==> src/rtl/if_fetch_unit_pkg.sv <==
// Shared IF-stage definitions: fetch FSM encoding, pipeline constants and
// the alignment helper used on redirect targets.
package if_fetch_unit_pkg;

   typedef enum logic [1:0] {
      S_IDLE = 2'd0,
      S_REQ  = 2'd1,
      S_WAIT = 2'd2,
      S_HOLD = 2'd3
   } fetch_state_e;

   localparam logic [31:0] NOP_INSTR        = 32'h0000_0000;
   localparam logic [31:0] PC_STEP          = 32'd4;
   localparam logic [31:0] DEFAULT_RESET_PC = 32'h0000_0000;

   function automatic logic [31:0] word_align(input logic [31:0] addr);
      return addr & ~32'h0000_0003;
   endfunction

endpackage

==> src/rtl/if_fetch_unit.sv <==
// IF-stage fetch engine: owns the PC, keeps at most one instruction-memory
// request in flight and drives the IF/ID register inputs.
module if_fetch_unit
   import if_fetch_unit_pkg::*;
#(
   parameter logic [31:0] RESET_PC = DEFAULT_RESET_PC
) (
   input  logic        clk,
   input  logic        reset,
   input  logic        stall,
   input  logic        redirect,
   input  logic [31:0] redirect_pc,
   output logic        imem_req_valid,
   input  logic        imem_req_ready,
   output logic [31:0] imem_addr,
   input  logic        imem_rsp_valid,
   input  logic [31:0] imem_rsp_data,
   output logic        ifid_wr_en,
   output logic        ifid_flush,
   output logic [31:0] ifid_instr,
   output logic [31:0] ifid_pc_next
);

   fetch_state_e state_q, state_d;
   logic [31:0]  pc_q, pc_d;
   logic [31:0]  hold_q, hold_d;
   logic         kill_q, kill_d;
   logic [31:0]  pc_inc;
   logic [31:0]  redirect_tgt;
   logic         deliver;
   logic [31:0]  deliver_word;

   assign pc_inc       = pc_q + PC_STEP;
   assign redirect_tgt = word_align(redirect_pc);

   always_ff @(posedge clk or negedge reset) begin
      if (!reset) begin
         state_q <= S_IDLE;
         pc_q    <= RESET_PC;
         kill_q  <= 1'b0;
         hold_q  <= '0;
      end else begin
         state_q <= state_d;
         pc_q    <= pc_d;
         kill_q  <= kill_d;
         hold_q  <= hold_d;
      end
   end

   always_comb begin
      state_d = state_q;
      pc_d    = pc_q;
      kill_d  = kill_q;
      hold_d  = hold_q;
      case (state_q)
         S_IDLE: state_d = S_REQ;
         S_REQ: begin
            if (redirect) pc_d = redirect_tgt;
            if (imem_req_ready) begin
               state_d = S_WAIT;
               // request already left with the old PC; its response is wrong-path
               if (redirect) kill_d = 1'b1;
            end
         end
         S_WAIT: begin
            if (imem_rsp_valid && (kill_q || redirect)) begin
               kill_d  = 1'b0;
               state_d = S_REQ;
               if (redirect) pc_d = redirect_tgt;
            end else if (redirect) begin
               pc_d   = redirect_tgt;
               kill_d = 1'b1;
            end else if (imem_rsp_valid) begin
               if (stall) begin
                  hold_d  = imem_rsp_data;
                  state_d = S_HOLD;
               end else begin
                  pc_d    = pc_inc;
                  state_d = S_REQ;
               end
            end
         end
         S_HOLD: begin
            if (redirect) begin
               pc_d    = redirect_tgt;
               hold_d  = '0;
               state_d = S_REQ;
            end else if (!stall) begin
               pc_d    = pc_inc;
               state_d = S_REQ;
            end
         end
         default: state_d = S_IDLE;
      endcase
   end

   always_comb begin
      deliver      = 1'b0;
      deliver_word = NOP_INSTR;
      if (state_q == S_WAIT && imem_rsp_valid && !kill_q && !redirect && !stall) begin
         deliver      = 1'b1;
         deliver_word = imem_rsp_data;
      end else if (state_q == S_HOLD && !stall && !redirect) begin
         deliver      = 1'b1;
         deliver_word = hold_q;
      end

      imem_req_valid = (state_q == S_REQ);
      imem_addr      = (state_q == S_REQ) ? pc_q : '0;

      if (state_q == S_IDLE) begin
         ifid_wr_en = 1'b0;
         ifid_flush = 1'b0;
      end else if (redirect) begin
         ifid_wr_en = 1'b1;
         ifid_flush = 1'b1;
      end else if (stall) begin
         ifid_wr_en = 1'b0;
         ifid_flush = 1'b0;
      end else if (deliver) begin
         ifid_wr_en = 1'b1;
         ifid_flush = 1'b0;
      end else begin
         ifid_wr_en = 1'b1;
         ifid_flush = 1'b1;
      end

      ifid_instr   = deliver ? deliver_word : NOP_INSTR;
      ifid_pc_next = deliver ? pc_inc : '0;
   end

endmodule

==> config.mk <==
export PLATFORM = sky130hd
export DESIGN_NAME = if_fetch_unit
export DESIGN_NICKNAME = d
export VERILOG_FILES = /design/src/rtl/if_fetch_unit_pkg.sv /design/src/rtl/if_fetch_unit.sv
export SDC_FILE = /design/constraint.sdc
export NUM_CORES = 1
export LEC_CHECK = 0
export CAP_MARGIN = 20
export CORE_ASPECT_RATIO = 0.5
export CORE_UTILIZATION = 35
export DETAILED_ROUTE_END_ITERATION = 10
export GPL_ROUTABILITY_DRIVEN = 0
export PLACE_DENSITY = 0.63
export SLEW_MARGIN = 10
export SYNTH_ARGS = -nofsm -noshare
export SYNTH_HDL_FRONTEND = slang
export SYNTH_SLANG_ARGS = --single-unit
export TNS_END_PERCENT = 50
==> constraint.sdc <==
create_clock -name clk -period 3.9 [get_ports clk]
set_input_delay 0.39 -clock clk [delete_from_list [all_inputs] [get_ports clk]]
set_output_delay 0.39 -clock clk [all_outputs]
set_load 0.01 [all_outputs]
Yosys cells after proc, flatten, opt, wreduce, memory -nomap -nowiden --
Index checks and enable logic that the tools add are counted.
Storage, ports and cells: bits in registers 67, input port bits 70, output and inout port bits 99, word-level logic and storage cells 76
Operators by class: add/subtract/negate cells 1, equality and inequality tests 13, muxes and demuxes 39, reductions and logical operators 19
Operator list (number):
- 32-bit two-way mux | 16
- 32-bit one-hot mux with 3 select lines | 1
- 32-bit one-hot mux with 2 select lines | 1
- 32-bit by 3-bit adder with 32-bit output (second input constant) | 1
- 2-bit two-way mux | 7
- 1-bit two-way mux | 12
- 2-bit != test (second input constant) | 5
- 3-bit != test (second input constant) | 3
- 2-bit one-hot mux with 4 select lines | 1
- 1-bit logical AND | 7
- 6-bit AND reduction | 1
- 2-bit equality test (second input constant) | 2
- 4-bit != test (second input constant) | 1
- 2-bit AND reduction | 2
- 4-bit AND reduction | 1
- 2-bit nonzero test | 2
- 1-bit zero test | 3
- 3-bit nonzero test | 1
- 2-bit by 1-bit equality test with 1-bit output (second input constant) | 1
- 2-bit zero test | 1
- 2-bit by 1-bit != test with 1-bit output (second input constant) | 1
- 1-bit one-hot mux with 2 select lines | 1
- 1-bit logical OR | 1

Depth between registers and ports, before layout --
word-level depth 10, mapped depth 9, gate-level depth less buffers 7

Worst setup path before layout --
Ideal clock, no wire load.
path kind register to output, from register pc_q[2], to output ifid_pc_next[22], arrival time 2.088 ns, data required time 3.510 ns, slack 1.422 ns, stages on the path, launching flop included 6, buffers on the path 0, cells stage by stage dfrtp_1 -> ha_1 -> and4_1 -> nand3_1 -> or4_2 -> a21oi_1
Between the ends: cells in the longest elaborated chain, start to end 2
Ends and longest elaborated chain:
- start: declaration | RTL line if_fetch_unit.sv:25 | logic [31:0] pc_q, pc_d;
- start signal: assignment | RTL line if_fetch_unit.sv:44 | pc_q <= pc_d;
- 32-bit by 3-bit adder with 32-bit output | RTL line if_fetch_unit.sv:33 | assign pc_inc = pc_q + PC_STEP;
- 32-bit two-way mux | RTL line if_fetch_unit.sv:129 | ifid_pc_next = deliver ? pc_inc : '0;
- end: declaration | RTL line if_fetch_unit.sv:21 | output logic [31:0] ifid_pc_next
Every way passes these cells.

Final worst setup path --
Ends and elaborated chain as after synthesis.

==> out/metrics.yaml <==
yosys:
  synth-seq-area-share_pct: 31.7
  synth_top_cell_area_share_pct: 31.7
  yosys-top-cells-count: "nand2_1 (157), o21ai_0 (104), dfrtp_1 (67)"
  yosysUniqueCellTypes: 70
  synth_edf_count: 0
  synthArstFlopShare_pct: 100
  synthCells: 738
  syn-cell-area_um2: 5280
  synth_seq_cells: 67
  synth.avg_cell_area_um2: 7.16
  synth.most_common_cell: "nand2_1"
  synthTopCellsByArea: "dfrtp_1 (32%), nand2_1 (11%), o21ai_0 (9.9%)"
  yosys.area.top_type: "dfrtp_1"
  ys_warn_count: 0
  syn_nets: 815
  ys.flop_type: "dfrtp_1"
grt:
  grt.overflow.total: 0
  grt_max_degree: 43
  grt_pass1_vias: 5529
  grtUsageTotal_pct: 24.0
  antenna_found_initial: 0
  grt_pass1_wl_um: 29100
critical_path:
  worst-path-max-fanout: 7
  path_cells: "ha_1, and4_1, nand3_1, or4_2, a21oi_1, clkdlybuf4s50_1"
  cpMaxStageDelayCell: "or4_2"
  path_class: "reg -> out"
  crit_path_end_kind: "primary output"
  cp.required_ns: 3.51
  slowest_delay_ns: 0.75
  startpoint_type: "flop"
  critPathTopFamily: "simple AND/OR/NAND/NOR gates"
  arrival_ns: 3.20
  path_buf_inv: 1
sta:
  final-setup-viol-count: 0
  finalCritPeriodShare_pct: 92.1
  finalHoldViolCount: 0
  final-max-slew-violation-count: 0
  max_freq_mhz: 278
  worstMarginPinSlew_ns: 1.05
  fin_skew_ns: 0.00416
  rsz0062_at_grt: "false"
  max-slew-margin-rel_pct: 28.0
  setup_tns_ns: 0
  fin_crit_ns: 3.59
power_and_ir_drop:
  power_density_nw_per_um2: 603
  p_leak_nw: 2.87
  peakVddDrop_mv: 0.269
  power_mw: 4.50
floorplanning:
  rows: 31
  start_util_pct: 36.2
  io-pin-count: 169
  dieArea_um2: 15600
  core-area_um2: 14600
  die_h_um: 88.9
  die_w_um: 176
job:
  max_cap_viol_count: 0
placed_design:
  hpwl_um: 13100
  portBuffers: 166
clock_tree:
  cts_resized: 0
  clkLatencyLatePin_ns: 0.34
  cts_buffers: 9
  root_buffer: "clkbuf_16"
  ctsLongestPathBuffers: 2
  cts_num_sinks: 67
  h-tree-depth: 3
  post_cts_buffers: 0
  cts_tree: "yes"
  clk_pin_slew_worst_paths_ns: 0.06
  postCtsHoldBufs: 0
finish:
  drive_above_1_share_pct: 7.64
  num-fill-cells: 1437
  diodes: 0
  fin_nets: 962
  syn2layout_area_growth_pct: 41.3
drt:
  first_pass_iters: 5
  drc_errors: 0
  wl_per_cell_um: 17.1
  totalWireLength_um: 18700
  antenna_left: 0
  drtIter0Drc: 522
  vias: 5948
  vias_per_cell: 5.47
min_path:
  hp-class: "in -> async"
status:
  status: "finished clean"
-- per-stage QoR --
stage | util, % | hold WS [ns] | instance area (µm²) | worst slack (ns) | cells
after floorplan | - | 0.0944 | 5280 | 1.42 | 738
after global placement | 49.2 | 0.463 | 7180 | 0.743 | 1071
after detailed placement | 49.2 | 0.472 | 7180 | 0.717 | 1071
after CTS | 51.1 | 0.177 | 7460 | 0.337 | 1087
final | 51.2 | 0.173 | 7460 | 0.306 | 1088
after global routing | 51.2 | 0.220 | 7460 | 0.160 | 1088
-- power breakdown --
group	switching [mW]	internal, mW	total [mW]
Combinational	1.22	1.06	2.28
Sequential	0.436	1.01	1.45
Clock	0.342	0.435	0.776
-- layout by cell type (no fill, tap or decap), drive strengths merged, types with 7 or more instances in the layout --
master         instances
clkdlybuf4s50        165
nand2                157
o21ai                105
dfrtp                 67
nor2                  55
and2                  37
a21oi                 30
buf                   29
inv                   20
nand4                 18
nand3                 16
xnor2                 16
nor4                  13
o22ai                 12
a31oi                 12
clkbuf                10
nor3                  10
xor2                   8
a22oi                  7
ha                     7
-- cell type report --
class,count,area [µm²],share of cell area [%]
sequential,67,1680,22.5
inverter,18,67.6,0.905
clock buffer,9,225,3.02
tap,198,248,3.32
multi-input combinational,594,3320,44.5
timing repair buffer,195,1870,25.1
clock inverter,7,52.6,0.704
-- state kept, by name, summed over array words and instances (netlist names) --
name	flops
kill_q	1
state_q	2
pc_q	32
hold_q	32
-- final timing paths --
path,slack [ns],endpoint,cells after the start,from
max in group asynchronous,2.72,pc_q[22],2,reset
worst min register to register,0.48,hold_q[26],2,hold_q[26]
worst max-delay path,0.31,ifid_pc_next[22],6,pc_q[2]
worst max register to register,1.12,pc_q[16],7,state_q[0]
min in group clk,0.48,hold_q[26],2,hold_q[26]
worst min-delay path,0.17,hold_q[19],1,reset
-- cells by family (layout without fill, tap and decap cells) --
family / after synthesis / count (layout) / share of synthesized area, %
flip-flops: 67 / 67 / 31.7
buffers and inverters: 77 / 229 / 5.85
multiplexers: 3 / 3 / 0.592
AO/OA/AOI/OAI: 218 / 218 / 25.2
XOR/XNOR: 24 / 24 / 3.98
adder cells (fa/ha/maj): 7 / 7 / 1.66
AND/OR/NAND/NOR: 342 / 342 / 31.0
-- routing by layer --
layer	GRT usage [%]	share of wire (%)	up-vias
li1	-	-	2904
met1	33.3	47	2764
met2	38.4	45	259
met3	4.85	6.9	21
met4	6.40	1.0	0
met5	0	0	-
Power figures use the tool's default switching activity.
==> edit 1 (config.mk and constraints unchanged) <==
`hold_q` no longer has a reset.
--- a/src/rtl/if_fetch_unit.sv
+++ b/src/rtl/if_fetch_unit.sv
@@ -40,3 +40,2 @@
          kill_q  <= 1'b0;
-         hold_q  <= '0;
       end else begin
@@ -45,4 +44,7 @@
          kill_q  <= kill_d;
-         hold_q  <= hold_d;
       end
+   end
+
+   always_ff @(posedge clk) begin
+      hold_q <= hold_d;
    end
Formal check against the unedited RTL: no difference found for any inputs over 4 cycles, from zero or initial values and one cycle with reset low; that may be too few to reach the edited logic, so the function may still have changed.
==> edit 1 against the unedited design <==
  * Highest routed layer unchanged
  * Routed wire length decreased by 13%
  * Global-route usage decreased by 2.4 points
  * Area after synthesis decreased by 3.6%
  * Cell area decreased by 3.4%
  * Total power decreased by 9.0%
  * Core utilization increased by 0.87 points
  * Critical endpoint is now ifid_pc_next[19]
  * Via count decreased by 14%
  * First-iteration DRC count decreased by 28%
  * Setup slack improved by 0.096 ns
  * Sequential cell count unchanged
==> edit 1: results (changes against the unedited design) <==
postcts setup bufs - 0 (unchanged)
largest net degree at the start of global routing - 66 (was 43)
Post-Place Cell Area - 0.00689 sq mm (was 0.00718 sq mm)
# fillers - 1349 (was 1437)
number of global-route vias before repair - 4834 (was 5529)
placed cells - 960 (was 1071)
post-layout net count - 856 (was 962)
first-pass GRT wire length - 25.7 mm (was 29.1 mm)
share of cells above drive strength 1 - 0.0677 (was 0.0764)
Post-Synth Adder-Cell Area - 0.0172 (was 0.0166)
Final Non-Filler Cells - 975 (was 1088)
CP max stage cell - nor2_2 (was or4_2)
peak fanout along the critical path - 18 (was 7)
critical path arrival - 3.11 ns (was 3.20 ns)
Syn Nets - 715 (was 815)
Top Registers - hold_q x32, pc_q x32, state_q x2 (unchanged)
Post-DP HPWL - 11.4 mm (was 13.1 mm)
Clk Latency, worst-skew pair - 0.33 ns
met2 wire len - 7.24 mm (was 8.43 mm)
worst-case clock skew - 0.00905 ns (was 0.00416 ns)
post-DR wirelength/cell - 16.7 microns (was 17.1 microns)
Seq/Total Area, Yosys - 0.361 (was 0.317)
peak supply drop - 0.000246 V (was 0.000269 V)
met1 usage - 0.294 (was 0.333)
status - complete, no violations (unchanged)
leakage power total - 2.50 nW (was 2.87 nW)
metal3 WL - 1.02 mm (was 1.28 mm)
global routing usage on met2 - 0.353 (was 0.384)
asr flop ratio synth - 0.522 (was 1.00)
Synth Area in Compound Gates - 0.177 (was 0.252)
via count - 5145 (was 5948)
XOR/XNOR share of the synthesized area - 0.0551 (was 0.0398)
Metal-1 WL - 7.87 mm (was 8.75 mm)
Iter 0 DRT Violations - 377 (was 522)
top cells by count, synth - nand2_1, nor2_1, o21ai_0 (was nand2_1, o21ai_0, dfrtp_1)
GRT Overall Usage - 0.216 (was 0.240)
area grow syn2layout - 41.6% (was 41.3%)
Cell Int Power - 2.44 mW (was 2.50 mW)
Post-synth EDFFs - 32 (was 0)
First-pass DRT Iterations - 5 (unchanged)
synth unique cells - 65 (was 70)
Setup WS pre-CTS - 0.616 ns (was 0.717 ns)
Primary FF master, synth - dfrtp_1 (unchanged)
synthesized area per cell - 7.98 sq um (was 7.16 sq um)
proportion of synthesized area in mux cells - 0.00811 (was 0.00592)
largest cells by area after synthesis - edfxtp_1, dfrtp_1, nand2_1 (was dfrtp_1, nand2_1, o21ai_0)
Slowest Stage Delay on Critical Path - 0.64 ns (was 0.75 ns)
slew margin rel. - 0.418 (was 0.280)
routing usage on met3 - 0.0458 (was 0.0485)
edit 1: cell count changes after synthesis, sizes merged, moves of 5 or more:
| cell | delta |
|---|---|
| a21oi | -15 |
| a31oi | -5 |
| buf | +20 |
| clkbuf | -26 |
| dfrtp | -32 |
| edfxtp | +32 |
| nand2 | -63 |
| nand3 | +7 |
| nor2b | +35 |
| nor4 | -8 |
| o21ai | -51 |
| xor2 | +8 |
edit 1: final cells by class:
class / count / area share
inverters: 18 / 0.00937
clock buffers: 9 / 0.0312
well taps: 192 / 0.0333
multi-input cells: 500 / 0.411
clock inverters: 6 / 0.0123
repair buffers: 183 / 0.248
flip-flops and latches: 67 / 0.255
edit 1: worst paths after layout:
path                            startpoint          endpoint  slack, ns  cells past startpoint
worst min-delay path                 reset           pc_q[4]       0.17                      1
max in group asynchronous            reset          pc_q[25]       3.17                      1
min in group clk                   pc_q[0]           pc_q[0]       0.50                      1
worst max-delay path            state_q[0]  ifid_pc_next[19]       0.40                      8
worst max register to register  state_q[0]          pc_q[25]       1.25                      7
worst min register to register     pc_q[0]           pc_q[0]       0.50                      1
edit 1: power groups by stage:
stage / Clock [mW] / Combinational, mW / Sequential (mW)
6_report: 0.881 / 1.90 / 1.32
2_1_floorplan: 0 / 1.35 / 1.09
5_1_grt: 0.918 / 2.08 / 1.35
4_1_cts: 0.891 / 1.91 / 1.31
3_3_place_gp: 0 / 1.88 / 1.31
3_5_place_dp: 0 / 1.90 / 1.32
edit 1: worst reg2reg max path, stage by stage, from the launching register on:
cell	delay, ns
dfrtp_1	0.42
inv_1	0.11
ha_1	0.42
nand2b_1	0.50
a21oi_1	0.67
nand2_1	0.15
a22oi_1	0.19
a221o_1	0.13
==> edit 2 (config.mk and constraints unchanged) <==
Without the edit above. Re-encode `fetch_state_e` (4 states) as one-hot, 4 bits wide.
--- a/src/rtl/if_fetch_unit_pkg.sv
+++ b/src/rtl/if_fetch_unit_pkg.sv
@@ -4,7 +4,7 @@
 
-   typedef enum logic [1:0] {
-      S_IDLE = 2'd0,
-      S_REQ  = 2'd1,
-      S_WAIT = 2'd2,
-      S_HOLD = 2'd3
+   typedef enum logic [3:0] {
+      S_IDLE = 4'b0001,
+      S_REQ  = 4'b0010,
+      S_WAIT = 4'b0100,
+      S_HOLD = 4'b1000
    } fetch_state_e;
Check against the original RTL: no difference found for any inputs over 4 cycles, from zero or initial values and one cycle with reset low; so few cycles prove little.
==> edit 2 against the unedited design <==
  * Sequential share of layout area is 1.6 points higher
  * Routed wire length is 12% lower
  * Synthesized cell count is 14% lower
  * Sequential power hardly changed
  * Sequential cell count is 2 higher
  * Area after synthesis is 4.8% lower
  * Total power is 19% lower
  * First-iteration DRC count is 0.57% higher
  * Cell area is 3.8% lower
  * Setup slack worse by 0.018 ns
  * Largest power group is now sequential cells
==> edit 2: results (changes against the unedited design) <==
clock buffer count from CTS - 9 (unchanged)
number of global-route vias before repair - 5147 (was 5529)
Post-DP HPWL - 11.4 mm (was 13.1 mm)
Syn Nets - 702 (was 815)
leakage power total - 2.72 nW (was 2.87 nW)
peak supply drop - 0.000220 V (was 0.000269 V)
critical path arrival - 3.22 ns (was 3.20 ns)
post-layout net count - 842 (was 962)
Seq/Total Area, Yosys - 0.344 (was 0.317)
First-pass DRT Iterations - 5 (unchanged)
synth unique cells - 70 (unchanged)
Primary FF master, synth - dfrtp_1 (unchanged)
clock root buffer - clkbuf_16 (unchanged)
Clk Latency, worst-skew pair - 0.34 ns (about the same)
share of cells above drive strength 1 - 0.0747 (was 0.0764)
CP max stage cell - clkdlybuf4s50_1 (was or4_2)
Iter 0 DRT Violations - 525 (was 522)
postcts setup bufs - 0 (unchanged)
Synth Warn # - 0 (unchanged)
H-tree levels - 3 (unchanged)
largest net degree at the start of global routing - 66 (was 43)
sw frac - 0.385 (was 0.444)
vias per cell - 5.41 (was 5.47)
largest cells by area after synthesis - dfrtp_1, nand2_1, a22o_1 (was dfrtp_1, nand2_1, o21ai_0)
clock-pin slew on the worst setup and hold paths - 0.06 ns (about the same)
asr flop ratio synth - 1.00 (unchanged)
initial antenna violation count - 0 (unchanged)
Slowest Stage Delay on Critical Path - 0.54 ns (was 0.75 ns)
worst hold path class - in2async (unchanged)
Longest Clk Path Bufs - 2 (unchanged)
status - complete, no violations (unchanged)
GRT Overall Usage - 0.228 (was 0.240)
ANT cells - 0 (unchanged)
worst-case clock skew - 0.0141 ns (was 0.00416 ns)
slew margin rel. - 0.478 (was 0.280)
Port Buffers - 166 (unchanged)
Post-Place Cell Area - 0.00682 sq mm (was 0.00718 sq mm)
Post-CTS Resized - 0 (unchanged)
top cells by count, synth - nand2_1, dfrtp_1, nor2_1 (was nand2_1, o21ai_0, dfrtp_1)
peak fanout along the critical path - 10 (was 7)
Top Registers - hold_q x32, pc_q x32, state_q x4 (was hold_q x32, pc_q x32, state_q x2)
max-slew violations - 0 (unchanged)
post-DR wirelength/cell - 17.0 microns (was 17.1 microns)
Top delay family on crit path - simple AND/OR/NAND/NOR gates (unchanged)
first-pass GRT wire length - 26.6 mm (was 29.1 mm)
[edit 2: cell count changes after synthesis, sizes merged, moves of 6 or more]
| cell | before | now |
|---|---|---|
| a22o | 2 | 32 |
| nand4 | 18 | 8 |
| a31oi | 12 | 6 |
| o21ai | 105 | 58 |
| nand3 | 16 | 24 |
| clkbuf | 51 | 28 |
| inv | 18 | 6 |
| nor4 | 13 | 4 |
| nand2 | 157 | 98 |
| nor2 | 55 | 62 |
| ha | 7 | 1 |
| buf | 8 | 30 |
[edit 2: cells by family (layout without fill, tap and decap cells)]
family | Yosys count | after routing | synth area share
DFF | 69 | 69 | 0.344
xor gates and xnor gates | 28 | 28 | 0.0488
adders and majority gates | 1 | 1 | 0.00249
and+or+nand+nor | 283 | 283 | 0.290
muxes | 3 | 3 | 0.00597
AOI/OAI and AO/OA | 183 | 183 | 0.245
buffers and inverters | 64 | 209 | 0.0640
[edit 2: through the flow]
step	utilization	std cells	setup slack (ns)
3_5_place_dp	0.495	950	0.626
2_1_floorplan	-	631	1.46
4_1_cts	0.519	966	0.278
3_3_place_gp	0.493	949	0.636
6_report	0.521	968	0.289
5_1_grt	0.521	968	0.149
[edit 2: final timing paths]
path / startpoint / to / slack [ns] / depth (start not counted)
setup / recovery: pc_q[2] / ifid_pc_next[28] / 0.29 / 8
hold / removal: reset / hold_q[10] / 0.47 / 2
setup reg to reg: state_q[3] / pc_q[24] / 1.25 / 6
hold reg to reg: pc_q[0] / pc_q[0] / 0.50 / 1
max in group asynchronous: reset / hold_q[25] / 2.62 / 4
min in group clk: pc_q[0] / pc_q[0] / 0.50 / 1
[edit 2: cell type report]
type                       instances  area, sq um
fill                            1337         6600
multi-input combinational        498         3010
timing repair buffer             187         1850
sequential                        69         1730
tap                              192          240
clock buffer                      10          239
clock inverter                     6         93.8
inverter                           6         22.5
[edit 2: power groups by stage]
stage                     sequential [mW]  clock, mW  combinational, mW
after floorplan                      1.19          0               1.06
after global placement               1.44          0               1.25
after detailed placement             1.45          0               1.28
after CTS                            1.44      0.942               1.28
after global routing                 1.51      0.966               1.44
final                                1.45      0.923               1.28
[edit 2: layer usage]
layer,track usage,part of all wire
met5,0,0
met4,0.0609,0.011
met3,0.0566,0.073
met2,0.361,0.46
met1,0.309,0.46
